===== config.mk =====
export PLATFORM = sky130hd
export DESIGN_NAME = hcr_stream_arbiter
export DESIGN_NICKNAME = d
export VERILOG_FILES = /design/src/rtl/hcr_arb_pkg.sv /design/src/rtl/hcr_out_fifo2.sv /design/src/rtl/hcr_stream_arbiter.sv
export SDC_FILE = /design/constraint.sdc
export NUM_CORES = 1
export LEC_CHECK = 0
export BUFFER_PORTS_ARGS = -buffer_cell sky130_fd_sc_hd__clkbuf_2
export CORE_AREA = 2 2 142 144
export CTS_CLUSTER_SIZE = 16
export DETAILED_ROUTE_END_ITERATION = 8
export DIE_AREA = 0 0 144 146
export PLACE_DENSITY_LB_ADDON = 0.12
export SYNTH_ARGS = -nofsm -noshare
export SYNTH_HDL_FRONTEND = slang
export SYNTH_SLANG_ARGS = --single-unit
export TNS_END_PERCENT = 1

===== constraint.sdc =====
create_clock -name bus_clk -period 2.52 [get_ports bus_clk]
set_clock_uncertainty 0.15 [all_clocks]
set_input_delay 0.252 -clock bus_clk [delete_from_list [all_inputs] [get_ports bus_clk]]
set_output_delay 0.252 -clock bus_clk [all_outputs]
set_load 0.1 [all_outputs]

===== src/rtl/hcr_arb_pkg.sv =====
// Shared types and helpers for the hcr read-stream arbiter: FSM states,
// header layout and the round-robin picker.
package hcr_arb_pkg;

  localparam int WORD_W   = 32;
  localparam int MAX_NSRC = 8;

  localparam logic [7:0] HDR_MAGIC     = 8'hA5;
  localparam int         HDR_MAGIC_LSB = 24;
  localparam int         HDR_CONT_BIT  = 23;
  localparam int         HDR_ID_LSB    = 16;
  localparam int         HDR_SEQ_LSB   = 0;

  typedef enum logic [1:0] {
    ST_IDLE = 2'd0,
    ST_HDR  = 2'd1,
    ST_BODY = 2'd2,
    ST_EOF  = 2'd3
  } arb_state_e;

  // First valid source at or after ptr, wrapping modulo nsrc.
  function automatic logic [2:0] rr_pick(input logic [7:0] valid,
                                         input logic [2:0] ptr,
                                         input int         nsrc);
    logic [2:0] pick;
    logic [2:0] idx;
    logic       found;
    pick  = ptr;
    found = 1'b0;
    for (int k = 0; k < MAX_NSRC; k++) begin
      idx = 3'((int'(ptr) + k) % nsrc);
      if (!found && (k < nsrc) && valid[idx]) begin
        pick  = idx;
        found = 1'b1;
      end else begin
        pick  = pick;
      end
    end
    return pick;
  endfunction

  function automatic logic [WORD_W-1:0] build_hdr(input logic        cont,
                                                  input logic [6:0]  id,
                                                  input logic [15:0] seq);
    logic [WORD_W-1:0] hdr;
    hdr = 32'h0000_0000;
    hdr[HDR_MAGIC_LSB +: 8] = HDR_MAGIC;
    hdr[HDR_CONT_BIT]       = cont;
    hdr[HDR_ID_LSB +: 7]    = id;
    hdr[HDR_SEQ_LSB +: 16]  = seq;
    return hdr;
  endfunction

endpackage


===== src/rtl/hcr_out_fifo2.sv =====
// Two-entry output buffer feeding the Xillybus read side: registered data,
// registered empty flag and a sticky read-while-empty error.
module hcr_out_fifo2
  import hcr_arb_pkg::*;
(
  input  logic              clk,
  input  logic              rst,
  input  logic              flush,
  input  logic              push,
  input  logic [WORD_W-1:0] push_data,
  input  logic              rden,
  output logic              room,
  output logic              empty,
  output logic [WORD_W-1:0] data,
  output logic              rden_err
);

  logic [1:0][WORD_W-1:0] mem_q, mem_d;
  logic [1:0]             count_q, count_d;
  logic                   rd_ptr_q, rd_ptr_d;
  logic                   wr_ptr_q, wr_ptr_d;
  logic [WORD_W-1:0]      data_q, data_d;
  logic                   empty_q, empty_d;
  logic                   err_q, err_d;
  logic                   pop_s, push_ok_s, room_s;

  // Next-state for storage, pointers, occupancy and flags.
  always_comb begin
    room_s    = (count_q < 2'd2) | (rden & ~empty_q);
    pop_s     = rden & ~empty_q & ~flush;
    push_ok_s = push & room_s & ~flush;
    mem_d     = mem_q;
    rd_ptr_d  = rd_ptr_q;
    wr_ptr_d  = wr_ptr_q;
    data_d    = data_q;
    count_d   = count_q;
    err_d     = err_q | (rden & empty_q);
    if (flush) begin
      count_d  = 2'd0;
      rd_ptr_d = 1'b0;
      wr_ptr_d = 1'b0;
    end else begin
      if (pop_s) begin
        data_d   = mem_q[rd_ptr_q];
        rd_ptr_d = ~rd_ptr_q;
      end else begin
        data_d = data_q;
      end
      if (push_ok_s) begin
        mem_d[wr_ptr_q] = push_data;
        wr_ptr_d        = ~wr_ptr_q;
      end else begin
        wr_ptr_d = wr_ptr_q;
      end
      count_d = count_q + {1'b0, push_ok_s} - {1'b0, pop_s};
    end
    empty_d = (count_d == 2'd0);
  end

  // Buffer state registers.
  always_ff @(posedge clk) begin
    if (rst) begin
      mem_q    <= '0;
      count_q  <= 2'd0;
      rd_ptr_q <= 1'b0;
      wr_ptr_q <= 1'b0;
      data_q   <= 32'h0000_0000;
      empty_q  <= 1'b1;
      err_q    <= 1'b0;
    end else begin
      mem_q    <= mem_d;
      count_q  <= count_d;
      rd_ptr_q <= rd_ptr_d;
      wr_ptr_q <= wr_ptr_d;
      data_q   <= data_d;
      empty_q  <= empty_d;
      err_q    <= err_d;
    end
  end

  assign room     = room_s;
  assign empty    = empty_q;
  assign data     = data_q;
  assign rden_err = err_q;

endmodule


===== src/rtl/hcr_stream_arbiter.sv =====
// Round-robin burst arbiter sharing the hcr read stream between NSRC producers;
// every burst is preceded by a demux header word for host software.
module hcr_stream_arbiter
  import hcr_arb_pkg::*;
#(
  parameter int NSRC      = 4,
  parameter int MAX_BURST = 256
) (
  input  logic                 bus_clk,
  input  logic                 bus_rst,
  input  logic [32*NSRC-1:0]   src_data,
  input  logic [NSRC-1:0]      src_valid,
  input  logic [NSRC-1:0]      src_last,
  output logic [NSRC-1:0]      src_ready,
  input  logic                 eof_req,
  input  logic                 user_r_hcr_open,
  input  logic                 user_r_hcr_rden,
  output logic [31:0]          user_r_hcr_data,
  output logic                 user_r_hcr_empty,
  output logic                 user_r_hcr_eof,
  output logic [NSRC-1:0]      grant,
  output logic                 rden_err
);

  localparam int BW = $clog2(MAX_BURST) + 1;

  arb_state_e             state_q, state_d;
  logic [NSRC-1:0]        grant_q, grant_d;
  logic [2:0]             idx_q, idx_d;
  logic [2:0]             rr_q, rr_d;
  logic [BW-1:0]          bcnt_q, bcnt_d;
  logic [NSRC-1:0][15:0]  seq_q, seq_d;
  logic [NSRC-1:0]        cont_q, cont_d;
  logic                   eof_q, eof_d;
  logic                   armed_q, armed_d;

  logic [WORD_W-1:0]      sel_data_s;
  logic                   sel_valid_s, sel_last_s, sel_cont_s;
  logic [15:0]            sel_seq_s;
  logic [2:0]             pick_s;
  logic [NSRC-1:0]        ready_s;
  logic                   push_s, room_s, fifo_empty_s;
  logic [WORD_W-1:0]      push_data_s;

  // Route the granted producer's word and its seq/cont bookkeeping.
  always_comb begin
    sel_data_s = 32'h0000_0000;
    sel_cont_s = 1'b0;
    sel_seq_s  = 16'd0;
    for (int i = 0; i < NSRC; i++) begin
      sel_data_s = sel_data_s | (grant_q[i] ? src_data[32*i +: 32] : 32'h0000_0000);
      sel_cont_s = (idx_q == 3'(i)) ? cont_q[i] : sel_cont_s;
      sel_seq_s  = (idx_q == 3'(i)) ? seq_q[i]  : sel_seq_s;
    end
    sel_valid_s = |(src_valid & grant_q);
    sel_last_s  = |(src_last & grant_q);
    pick_s      = rr_pick(8'(src_valid), rr_q, NSRC);
  end

  // Burst FSM next-state; closing the stream aborts any state back to idle.
  always_comb begin
    state_d     = state_q;
    grant_d     = grant_q;
    idx_d       = idx_q;
    rr_d        = rr_q;
    bcnt_d      = bcnt_q;
    seq_d       = seq_q;
    cont_d      = cont_q;
    eof_d       = 1'b0;
    armed_d     = armed_q | ~eof_req;
    push_s      = 1'b0;
    push_data_s = sel_data_s;
    ready_s     = '0;
    if (!user_r_hcr_open) begin
      state_d = ST_IDLE;
      grant_d = '0;
      if ((state_q == ST_BODY) && (bcnt_q != '0)) begin
        cont_d = cont_q | grant_q;
      end else begin
        cont_d = cont_q;
      end
    end else begin
      case (state_q)
        ST_IDLE: begin
          if (|src_valid) begin
            idx_d   = pick_s;
            grant_d = {{(NSRC-1){1'b0}}, 1'b1} << pick_s;
            state_d = ST_HDR;
          end else if (eof_req && armed_q) begin
            state_d = ST_EOF;
          end else begin
            state_d = ST_IDLE;
          end
        end
        ST_HDR: begin
          if (room_s) begin
            push_s      = 1'b1;
            push_data_s = build_hdr(sel_cont_s, {4'd0, idx_q}, sel_seq_s);
            bcnt_d      = '0;
            state_d     = ST_BODY;
          end else begin
            state_d = ST_HDR;
          end
        end
        ST_BODY: begin
          ready_s = room_s ? grant_q : '0;
          if (room_s && sel_valid_s) begin
            push_s = 1'b1;
            bcnt_d = bcnt_q + BW'(1);
            if (sel_last_s || (bcnt_q == BW'(MAX_BURST - 1))) begin
              cont_d  = sel_last_s ? (cont_q & ~grant_q) : (cont_q | grant_q);
              for (int i = 0; i < NSRC; i++) begin
                seq_d[i] = grant_q[i] ? (seq_q[i] + 16'd1) : seq_q[i];
              end
              rr_d    = (idx_q == 3'(NSRC - 1)) ? 3'd0 : (idx_q + 3'd1);
              grant_d = '0;
              state_d = ST_IDLE;
            end else begin
              state_d = ST_BODY;
            end
          end else begin
            state_d = ST_BODY;
          end
        end
        ST_EOF: begin
          if (fifo_empty_s) begin
            eof_d   = 1'b1;
            armed_d = 1'b0;
            state_d = ST_IDLE;
          end else begin
            state_d = ST_EOF;
          end
        end
        default: begin
          state_d = ST_IDLE;
          grant_d = '0;
        end
      endcase
    end
  end

  // FSM, arbitration and per-source bookkeeping registers.
  always_ff @(posedge bus_clk) begin
    if (bus_rst) begin
      state_q <= ST_IDLE;
      grant_q <= '0;
      idx_q   <= 3'd0;
      rr_q    <= 3'd0;
      bcnt_q  <= '0;
      seq_q   <= '0;
      cont_q  <= '0;
      eof_q   <= 1'b0;
      armed_q <= 1'b1;
    end else begin
      state_q <= state_d;
      grant_q <= grant_d;
      idx_q   <= idx_d;
      rr_q    <= rr_d;
      bcnt_q  <= bcnt_d;
      seq_q   <= seq_d;
      cont_q  <= cont_d;
      eof_q   <= eof_d;
      armed_q <= armed_d;
    end
  end

  hcr_out_fifo2 u_out_fifo (
    .clk       (bus_clk),
    .rst       (bus_rst),
    .flush     (~user_r_hcr_open),
    .push      (push_s),
    .push_data (push_data_s),
    .rden      (user_r_hcr_rden),
    .room      (room_s),
    .empty     (fifo_empty_s),
    .data      (user_r_hcr_data),
    .rden_err  (rden_err)
  );

  assign src_ready        = ready_s;
  assign user_r_hcr_empty = fifo_empty_s;
  assign user_r_hcr_eof   = eof_q;
  assign grant            = grant_q;

endmodule


# Word level (Yosys, flattened, before mapping)
# Cells that the tools add are included.
# word_totals
regBits	193
out_inout_bits	43
word_cells	184
# classes
addsub	11
order_cmp	8
n_eq_ne	14
shifts	1
muxes	68
bitwise	25
reduce_logical	37
# op_table
operator	count
2-to-1 mux 32 bit	10
OR 32 bit	3
adder 16 x 1 -> 16 bit, second input constant	4
bitwise mux 64 bit	1
2-to-1 mux 16 bit	4
2-to-1 mux 4 bit	12
demux 32 bit (select 1 bit)	1
AND reduction 5 bit	4
2-to-1 mux 1 bit	18
2-to-1 mux 9 bit	2
case mux 9 bit (2 select lines)	1
AND reduction 4 bit	4
2-to-1 mux 3 bit	5
2-to-1 mux 2 bit	7
bitwise AND 4 bit	3
< comparator 3 x 4 -> 1 bit, second input constant	3
OR reduction 4 bit	3
inequality test 2 x 1 -> 1 bit, second input constant	5
adder 9 x 1 -> 9 bit, second input constant	1
binary-select mux 1 bit (select 3 bit)	3
equality test 9 x 8 -> 1 bit, second input constant	1
nonzero test 9 bit	1
case mux 2 bit (4 select lines)	1
case mux 4 bit (2 select lines)	1
33 further kinds	66

# Longest topological paths before layout
# logic_depth
depth_word	16
ltp_mapped	12
ltp_nobuf	9

# By module
# Synthesis repeated with hierarchy kept, for this count alone.
# unflattened
cells_unflattened	1208
hier_area_um2	10612.7
# modules_own_cells
module	instances	cells_per_inst	area_per_inst_um2	seq_area_each_um2
hcr_stream_arbiter	1	787	6203.4	1801.7
hcr_out_fifo2	1	421	4409.2	2042.0

# Worst setup path before layout
# OpenSTA, ideal clock, no wires.
# synth_path
kind	flip-flop to flip-flop
start	reg grant_q[3] (netlist: grant[3])
end	reg seq_q[56] (netlist name)
setup_time_ps	70
arrival_ps	3494
required_ps	2300
path_slack_ps	-1194
stages_incl_launch_ff	7
period_less_slack_ps	3714
path_cell_list	dfxtp_1 > buf_2 > nand3_1 > a21oi_2 > nand3_1 > or4_1 > a21oi_1
# synth_via
elab_chain_len	4
# synth_rtl
item	line	rtl
start, declared	hcr_stream_arbiter.sv:28	logic [NSRC-1:0] grant_q, grant_d;
start signal, assigned	hcr_stream_arbiter.sv:156	grant_q <= grant_d;
bitwise AND 4 bit, on equally long branches	hcr_stream_arbiter.sv:55, hcr_stream_arbiter.sv:56	
OR reduction 4 bit, on equally long branches	hcr_stream_arbiter.sv:55, hcr_stream_arbiter.sv:56	
logical AND 1 bit / logical OR 1 bit (equally long branches)	hcr_stream_arbiter.sv:107, hcr_stream_arbiter.sv:110	
AND reduction 5 bit (no line) *	-	
end signal, assigned	hcr_stream_arbiter.sv:160	seq_q <= seq_d;
end, declared	hcr_stream_arbiter.sv:32	logic [NSRC-1:0][15:0] seq_q, seq_d;
# Mark *: on every way between the ends. The rest lies on a longest branch, timed or not.
# A chain may end at the register's enable or synchronous reset.

# Worst setup path after layout
# layout_path
start	reg bcnt_q[4]
end	reg seq_q[10] (netlist name)
# layout_via
elab_chain_len	3
# layout_rtl
item	line	rtl
start, declared	hcr_stream_arbiter.sv:31	logic [BW-1:0] bcnt_q, bcnt_d;
start signal, assigned	hcr_stream_arbiter.sv:159	bcnt_q <= bcnt_d;
equality test 9 x 8 -> 1 bit	hcr_stream_arbiter.sv:110	if (sel_last_s || (bcnt_q == BW'(MAX_BURST - 1))) begin
logical OR 1 bit	hcr_stream_arbiter.sv:110	
AND reduction 5 bit (no line)	-	
# Every way passes these cells.

==> summary.md <==
| Metric | Value |
|---|---|
| Avg Inst Size Synth | 8.37 um^2 |
| Status | finished clean |
| Fmax | 403 MHz |
| Post-Syn Instances | 1147 |
| Combinational family with the most area after synthesis | compound AO/OA/AOI/OAI gates |
| Post-Syn Nets | 1306 |
| Overflow after GRT | 0 |
| Simple-Gate Fraction of Synth Area | 0.194 |
| Main synth FF type | dfxtp_1 |
| Die height | 146 um |
| Psw | 1.72 mW |
| Initial antenna violation count | 0 |
| Root Driver | clkbuf_16 |
| Clock share of power | 0.426 |
| CTS clock-pin slew for the worst setup and hold paths | 0.08 ns |
| Largest net degree at the start of global routing | 73 |
| Synth Cell Area | 0.00960 mm^2 |
| Initial DRC Count | 805 |
| GRT Util Overall | 0.258 |
| Area growth from synthesis to layout | 22.7% |
| Crit-path max FO | 11 |
| Commonest non-fill, non-tap cell in the layout | dfxtp_1 |
| Post-route cell area | 0.0118 mm^2 |
| Switching share of power | 0.272 |
| P per Cell Area | 538 mW/mm^2 |
| Bufs on Longest Clock Path | 2 |
| Ant diodes | 0 |
| DIE AREA | 0.0210 mm^2 |
| Fin. max-slew vios | 0 |
| Final clock period utilization by the worst path | 0.986 |
| Compound-cell area share of the yosys netlist | 0.256 |
| Final Hold Vio Count | 0 |
| MaxCap Viol Count | 0 |
| Via count | 9428 |
| Arr. time, crit path | 2.69 ns |
| Remaining antenna violation count | 0 |
| Post-synth ARST share | 0 |
| VDD IR-drop max | 0.476 mV |
| Leak Pwr | 4.18 nW |
| Share of cells above drive strength 1 | 0.239 |
| Internal Power | 4.61 mW |
| Hold Path Class | input port to flop |
| IO Port Bufs | 183 |
| Skew-Pair Late Insertion Delay | 0.44 ns |
| Slew of the pin with the lowest slew margin | 0.750 ns |
| Core area | 0.0193 mm^2 |
| Finished Layout Cells | 1598 |
| Final setup fails | 0 |
| DR WL/cell | 17.4 um |
| Synth Warn # | 0 |
| Post-synthesis adder-cell area fraction | 0.0235 |
| Most frequent cells in the layout | 183 x dfxtp_1, 178 x clkbuf_2, 127 x nor2_1, 109 x a21oi_1, 66 x a211oi_1 |
| Xor/xnor share of the synthesized area | 0.0219 |
| CTS Sinks | 192 |
| # rows | 51 |
| CTS buffer count | 17 |
| CTS tree | done |
| Kind of critical path | flop to flop |
| Startpoint Class | flop |
| Reg power frac | 0.484 |
| Number of global-route vias before repair | 8270 |
| Hpwl dp | 19400 um |
| Htree depth | 4 |
| Combinational Power Share | 0.090 |
| Placed Cells | 1560 |
| Final Critical Period | 2.48 ns |
| First-pass GRT wire length | 43400 um |
| Placed Area | 0.0111 mm^2 |
| Gpl congestion | 0.894 |
| Flop and latch count out of synthesis | 192 |
| Io pins | 184 |
| Final-stage net count | 1479 |
| Sequential element share of the synthesized area | 0.400 |
| Crit end category | flop |
| Number of library cell types mapped by synthesis | 55 |
| RSZ-0062 raised after global routing | true |
| Post-Route WL | 27800 um |
| WP data required | 2.73 ns |
| Slew HR | 0.499 |
| Via density | 5.90 |
| Die Wd | 144 um |
| Initial core utilization | 0.497 |
| Multiplexer share of the synthesized area | 0.0564 |
| DRT Pass-1 Iters | 5 |
| Number of synthesized flops with an enable pin | 0 |
| DRC Markers | 0 |
[per-stage QoR]
step	worst slack, ns	power [mW]	hold slack (ns)	TNS (ns)	utilization
floorplan	-0.310	3.45	0.209	-10.67	-
global placement	-0.00858	3.69	0.292	-0.0111	0.572
detailed placement	-0.0705	3.69	0.296	-0.130	0.572
CTS	0.0161	6.37	0.0369	0	0.603
global route	-0.0711	6.56	0.0363	-0.973	0.609
finish	0.0363	6.33	0.0478	0	0.609
[power groups by stage]
stage          clock network [mW]  logic [mW]  registers [mW]
2_1_floorplan                   0       0.278            3.17
3_3_place_gp                    0       0.553            3.13
3_5_place_dp                    0       0.555            3.13
4_1_cts                      2.75       0.562            3.06
5_1_grt                      2.87       0.624            3.07
6_report                     2.70       0.572            3.06
[what timing repair did]
| item | in CTS | in global routing |
|---|---|---|
| pin swaps | 0 | 8 |
| setup endpoints to repair | 6 | 81 |
| buffers inserted | 0 | 4 |
| endpoints found under the hold margin | 2 | 0 |
| hold buffers | 2 | 0 |
| gates resized for setup | 2 | 21 |
[area by class of cell]
cell class / instances / area, um^2
clock buffers: 18 / 429
inverters: 22 / 82.6
flip-flops and latches: 192 / 3860
fillers: 1780 / 7560
well taps: 265 / 332
repair buffers: 245 / 1480
multi-input cells: 842 / 5430
clock inverters: 14 / 160
[synthesized netlist by cell type, types with 25 or more instances]
cell type  instances  area [um^2]
nand3_1           31          155
nor2_1           129          484
a22oi_1           54          405
mux2i_1           53          531
nand2_1           65          244
nor3_1            26          130
a21oi_1          113          566
or4_1             26          195
o21ai_0           34          170
a211oi_1          67          503
dfxtp_1          192         3840
or3_1             25          156
nand4_1           28          175
clkbuf_1          60          225
[flip-flops by register name, indices dropped and copies added, names as in the netlist, 2 cells and up, named ones only]
signal              count
idx_q                   3
u_out_fifo.count_q      2
rr_q                    2
state_q                 2
grant                   4
u_out_fifo.data        32
bcnt_q                  9
seq_q                  64
u_out_fifo.mem_q       64
[cell families after synthesis]
| kind of cell | Yosys count |
|---|---|
| multiplexers | 54 |
| AO/OA/AOI/OAI | 368 |
| flip-flops | 192 |
| XOR/XNOR | 24 |
| adder cells (fa/ha/maj) | 18 |
| buffers and inverters | 113 |
| AND/OR/NAND/NOR | 378 |
[worst max-delay path, cell delays in order, from the launching register on]
cell and delay [ns]:
dfxtp_2 0.33, and3_4 0.19, and3_4 0.19, and3_1 0.16, ha_2 0.20, or3_4 0.13, buf_8 0.13, nand4_1 0.24
buf_6 0.22, or3_1 0.33, a21oi_1 0.13
[per-layer routing]
layer	routed length, um	GRT usage	up-vias
met3	1710	0.0457	37
met2	12700	0.394	326
li1	-	-	4648
met1	12900	0.375	4417
met5	0	0	-
met4	448	0.0676	0
[path summary, 6_finish.rpt]
path,from,to,slack (ns),cells past startpoint
max,bcnt_q[4],seq_q[10],0.04,10
min,user_r_hcr_open,u_out_fifo.count_q[0],0.05,2
max reg2reg,bcnt_q[4],seq_q[10],0.04,10
min reg2reg,u_out_fifo.mem_q[22],u_out_fifo.mem_q[22],0.31,2
Power figures use the tool's default switching activity.
